==> config.mk <==
export PLATFORM = sky130hd
export DESIGN_NAME = uart_receive
export DESIGN_NICKNAME = d
export VERILOG_FILES = /design/src/rtl/uart_pkg.sv /design/src/rtl/uart_rx_sync.sv /design/src/rtl/uart_receive.sv
export SDC_FILE = /design/constraint.sdc
export NUM_CORES = 1
export LEC_CHECK = 0
export ABC_AREA = 1
export CORE_UTILIZATION = 56
export CTS_CLUSTER_DIAMETER = 120
export CTS_CLUSTER_SIZE = 20
export DETAILED_ROUTE_END_ITERATION = 7
export DONT_BUFFER_PORTS = 1
export MAX_ROUTING_LAYER = met4
export PLACE_DENSITY = 0.78
export SYNTH_ARGS = -nofsm -noshare
export SYNTH_HDL_FRONTEND = slang
export SYNTH_SLANG_ARGS = --single-unit
==> constraint.sdc <==
create_clock -name clk -period 1.6 [get_ports clk]
set_input_delay 0 -clock clk [delete_from_list [all_inputs] [get_ports clk]]
set_output_delay 0 -clock clk [all_outputs]
set_load 0.02 [all_outputs]
==> src/rtl/uart_pkg.sv <==
// Shared UART definitions: line-format defaults and FSM state encodings
// for both the transmitter and the receiver.
package uart_pkg;

    localparam int UART_DATA_BITS = 8;
    localparam int UART_BIT_TICKS = 10416;   // 100 MHz / 9600 baud
    localparam int UART_TMR_WIDTH = 14;

    typedef enum logic [1:0] {
        TX_IDLE  = 2'd0,
        TX_START = 2'd1,
        TX_DATA  = 2'd2,
        TX_STOP  = 2'd3
    } tx_state_t;

    typedef enum logic [1:0] {
        RX_IDLE  = 2'd0,
        RX_START = 2'd1,
        RX_DATA  = 2'd2,
        RX_STOP  = 2'd3
    } rx_state_t;

endpackage

==> src/rtl/uart_rx_sync.sv <==
// Two-flop synchronizer for the asynchronous serial line plus a delay flop
// that flags the falling edge of the synchronized signal.
module uart_rx_sync (
    input  logic clk,
    input  logic rst,
    input  logic rx_async,
    output logic sample,
    output logic fall
);

    logic sync_p0;
    logic sync_p1;
    logic sync_p2;

    // Flops reset to the idle-high line level so reset release never looks like a start edge
    always_ff @(posedge clk or negedge rst) begin
        if (!rst) begin
            sync_p0 <= 1'b1;
            sync_p1 <= 1'b1;
            sync_p2 <= 1'b1;
        end else begin
            sync_p0 <= rx_async;
            sync_p1 <= sync_p0;
            sync_p2 <= sync_p1;
        end
    end

    assign sample = sync_p1;
    assign fall   = sync_p2 & ~sync_p1;

endmodule

==> src/rtl/uart_receive.sv <==
// 8N1 UART receiver: start-edge detect, mid-bit sampling, and a hold-until-read
// output register with framing-error pulse and sticky overrun flag.
module uart_receive
    import uart_pkg::*;
#(
    parameter int DATA_BITS = UART_DATA_BITS,
    parameter int TMR_WIDTH = UART_TMR_WIDTH,
    parameter int BIT_TICKS = UART_BIT_TICKS
) (
    input  logic                 clk,
    input  logic                 rst,
    input  logic                 uart_rx,
    input  logic                 rd,
    output logic [DATA_BITS-1:0] data,
    output logic                 valid,
    output logic                 frame_err,
    output logic                 overrun
);

    localparam int IDX_W = (DATA_BITS > 1) ? $clog2(DATA_BITS) : 1;
    localparam logic [TMR_WIDTH-1:0] TMR_LAST = TMR_WIDTH'(BIT_TICKS - 1);
    localparam logic [TMR_WIDTH-1:0] TMR_HALF = TMR_WIDTH'(BIT_TICKS >> 1);
    localparam logic [IDX_W-1:0]     IDX_LAST = IDX_W'(DATA_BITS - 1);

    logic sample;
    logic fall;

    uart_rx_sync u_sync (
        .clk      (clk),
        .rst      (rst),
        .rx_async (uart_rx),
        .sample   (sample),
        .fall     (fall)
    );

    rx_state_t              state, state_nxt;
    logic [TMR_WIDTH-1:0]   tmr, tmr_nxt;
    logic [IDX_W-1:0]       idx, idx_nxt;
    logic [DATA_BITS-1:0]   shreg, shreg_nxt;
    logic                   deliver;
    logic                   stop_bad;

    always_comb begin
        state_nxt = state;
        tmr_nxt   = tmr;
        idx_nxt   = idx;
        shreg_nxt = shreg;
        deliver   = 1'b0;
        stop_bad  = 1'b0;
        case (state)
            RX_IDLE: begin
                tmr_nxt = '0;
                idx_nxt = '0;
                if (fall) state_nxt = RX_START;
            end
            RX_START: begin
                // A line back high at mid start bit was only a glitch
                if (tmr == TMR_HALF) begin
                    tmr_nxt   = '0;
                    state_nxt = sample ? RX_IDLE : RX_DATA;
                end else begin
                    tmr_nxt = tmr + 1'b1;
                end
            end
            RX_DATA: begin
                if (tmr == TMR_LAST) begin
                    tmr_nxt        = '0;
                    shreg_nxt[idx] = sample;
                    if (idx == IDX_LAST) begin
                        idx_nxt   = '0;
                        state_nxt = RX_STOP;
                    end else begin
                        idx_nxt = idx + 1'b1;
                    end
                end else begin
                    tmr_nxt = tmr + 1'b1;
                end
            end
            RX_STOP: begin
                // Return to IDLE mid stop bit so the next start edge can be caught
                if (tmr == TMR_LAST) begin
                    tmr_nxt   = '0;
                    state_nxt = RX_IDLE;
                    deliver   = sample;
                    stop_bad  = ~sample;
                end else begin
                    tmr_nxt = tmr + 1'b1;
                end
            end
            default: begin
                state_nxt = RX_IDLE;
                tmr_nxt   = '0;
                idx_nxt   = '0;
            end
        endcase
    end

    always_ff @(posedge clk or negedge rst) begin
        if (!rst) begin
            state <= RX_IDLE;
            tmr   <= '0;
            idx   <= '0;
            shreg <= '0;
        end else begin
            state <= state_nxt;
            tmr   <= tmr_nxt;
            idx   <= idx_nxt;
            shreg <= shreg_nxt;
        end
    end

    // Output holding register; a read in the delivery cycle frees the slot for the new byte
    always_ff @(posedge clk or negedge rst) begin
        if (!rst) begin
            data      <= '0;
            valid     <= 1'b0;
            frame_err <= 1'b0;
            overrun   <= 1'b0;
        end else begin
            frame_err <= stop_bad;
            if (deliver) begin
                if (!valid || rd) begin
                    data  <= shreg;
                    valid <= 1'b1;
                    if (rd) overrun <= 1'b0;
                end else begin
                    overrun <= 1'b1;
                end
            end else if (rd && valid) begin
                valid   <= 1'b0;
                overrun <= 1'b0;
            end
        end
    end

endmodule
==> out/results.txt <==
Crit Path Category -> reg -> reg
Final ANT Viol Nets -> 0
Worst reg2reg path startpoint -> tmr[1]
First-pass GRT wire length -> 6090 um
Hold depth -> 4
Final Worst Setup Slack -> -0.0266 ns
Dpl ws -> -0.0734 ns
Max VDD drop -> 0.000839 V
Fmax -> 0.615 GHz
Syn Area/Cell -> 8.28 sq um
GR peak layer -> met2
Hold endpoint -> data[7]
# diodes -> 0
WP data arrival -> 1.88 ns
Most common cell after layout, fill and taps aside -> nand2_1
CP Max Fanout -> 10
1st-iter DRT viols -> 115
Most frequent cells in the layout -> nand2_1, dfrtp_1, inv_1
Worst hold start -> rd
CTS tree -> built
Capturing point of the worst reg2reg path -> shreg[2]
DR pass1 iterations -> 4
Worst hold slack -> 0.0208 ns
Layout Nets -> 278
Die width -> 61.8 um
Worst path top cell family by delay -> simple AND/OR/NAND/NOR gates
Clk_skew -> 0.0170 ns
WL per Instance -> 12.7 um
PwrDens -> 1070 nW/um^2
Core area -> 3390 sq um
RePlAce Congestion -> 0.823
Reg clk slew, reported paths -> 0.13 ns
Initial antenna violation count -> 0
Clock sinks -> 41
Area grow syn2layout -> 21.4%
Starting Density -> 59.1%
Met1 track demand over resource -> 30.9%
CTS Root Cell -> clkbuf_4
Overall routing resource usage -> 22.8%
Share of cells above drive strength 1 -> 22.1%
Remaining DRCs -> 0
Vias in the first global route -> 1393
Min cycle time layout -> 1.63 ns
Mapped Cells -> 242
Clock insertion delay at the later pin of the skew report -> 0.36 ns
Min-Delay Path Class -> in -> reg
CP bufs+invs -> 1
Placement Rows -> 21
Status -> complete, but fails checks
Crit-path cells -> ha_2 > nand2_2 > inv_2 > nand2_4 > nor2_4 > nand2_4 > nor2_4 > nand3_1 > nand2_1 > o21ai_1
Final setup fails -> 4
Final Max Slew Viols -> 0
I/O pin count -> 15
Leakage power -> 1.22 nW
FF+latch count, synth -> 41
Worst EP required -> 1.86 ns
Ys Warns -> 0
Routed vias -> 1635
Grt met2 use -> 33.8%
Final period util -> 102%
Total CTS buffers -> 5
Slew @ Worst Pin -> 0.525 ns
DIE HEIGHT -> 61.8 um
Longest Clk Path Bufs -> 2
Slew margin rel. -> 64.9%
Worst R2R Path Depth -> 10
Largest net degree at the start of global routing -> 42
RSZ-0062 raised after global routing -> yes
Max-Cap Viols -> 0
M3 GR Usage -> 5.80%
Startpoint Class -> register
Total gr overflow -> 0
Mapped Area -> 2000 sq um
Syn nets -> 250
Routed Wire Length -> 4020 um
Via/cell ratio -> 5.16
FILL cells -> 234
Crit end category -> register
Crit-path max cell delay -> 0.40 ns
Seq/Total Area, Yosys -> 51.4%
H-Tree Depth -> 2
DP HPWL -> 2640 um
Setup slack, reg-to-reg -> -0.03 ns
Die Area -> 3820 sq um
Netlist cell types -> 30
Violated checks -> negative setup slack
Port buffer count -> 0
Hold Fails Final Rpt -> 0
CP max-delay cell -> dfrtp_1
[report_power, final]
group	switching, mW	internal (mW)	total (mW)	leakage [nW]
registers	0.0715	1.09	1.16	0.557
clock network	0.336	0.371	0.708	0.0445
logic	0.405	0.323	0.728	0.613
[synth_stat cells, drive strengths merged]
library cell	instances	area share [%]
nor2	28	7.3
a31oi	1	0.31
o21ai	16	4.0
nand4	4	1.2
nor3b	1	0.37
a21o	1	0.37
buf	2	0.81
o211a	1	0.50
dfrtp	38	47
a21oi	9	2.2
xnor2	1	0.44
and3	1	0.31
a21boi	1	0.37
dfstp	3	3.9
nand2	80	16
xor2	2	0.87
ha	4	2.5
nand3	14	3.5
inv	31	5.9
nor3	3	0.75
or2	1	0.44
[worst min-delay path, stage by stage]
cell	delay, ns
nor2_1	0.10
nor2_4	0.14
nand2_1	0.06
nand2_1	0.05
[flip-flops by register name, summed over array words and instances, names as in the netlist, named ones only]
| register | cells |
|---|---|
| state | 1 |
| idx | 3 |
| u_sync.sync_p2 | 1 |
| overrun | 1 |
| frame_err | 1 |
| data | 8 |
| u_sync.sync_p0 | 1 |
| u_sync.sample | 1 |
| shreg | 8 |
| valid | 1 |
| tmr | 14 |
[repair_timing]
| item | in CTS | in global routing |
|---|---|---|
| setup buffers | 2 | 8 |
| pin swaps | 4 | 8 |
| gates cloned | 1 | 0 |
| hold buffers | 4 | 0 |
| gates resized for setup | 8 | 20 |
| endpoints found under the hold margin | 44 | 0 |
| setup endpoints to repair | 19 | 24 |
[layout make-up]
| cell class | instances | area (sq um) | area share, % |
|---|---|---|---|
| Inverter | 31 | 124 | 5.09 |
| Clock inverter | 2 | 37.5 | 1.54 |
| Tap cell | 46 | 57.6 | 2.37 |
| Multi-Input combinational cell | 169 | 916 | 37.6 |
| Clock buffer | 6 | 51.3 | 2.11 |
| Sequential cell | 41 | 1030 | 42.3 |
| Timing Repair Buffer | 22 | 218 | 8.95 |
[cells by family after synthesis]
group / after synthesis / share of synthesized area, %
AOI/OAI and AO/OA: 29 / 7.80
buffers and inverters: 33 / 6.74
adders and majority gates: 4 / 2.50
and+or+nand+nor: 132 / 30.3
xor gates and xnor gates: 3 / 1.31
DFF: 41 / 51.4
[metrics by stage]
step                      power, mW  cell area [sq um]  TNS [ns]  utilization [%]  cells
after floorplan                1.51               2000         0                -    242
after global placement         1.66               2110         0             62.1    294
after detailed placement       1.67               2110    -0.793             62.1    294
after CTS                      2.44               2300   -0.0149             67.8    309
after global routing           2.73               2430     -1.92             71.8    317
final                          2.60               2430   -0.0437             71.8    317
[how the worst max path moves through the flow]
stage | cells after the start | end | startpoint | slack [ns]
final | 10 | shreg[2] | tmr[1] | -0.03
after CTS | 12 | data[2] | tmr[1] | -0.007
after global routing | 12 | data[4] | tmr[1] | -0.12
after detailed placement | 12 | data[3] | tmr[0] | -0.07
after floorplan | 12 | data[0] | tmr[0] | 0.12
after global placement | 12 | data[6] | tmr[0] | 0.02
[layer usage]
| metal | wire length, um | up-vias | part of all wire [%] |
|---|---|---|---|
| li1 | - | 823 | - |
| met5 | 0 | - | 0 |
| met2 | 1880 | 44 | 47 |
| met1 | 1840 | 758 | 46 |
| met3 | 196 | 10 | 4.9 |
| met4 | 102 | 0 | 2.5 |
(Power assumes the default switching activity.)
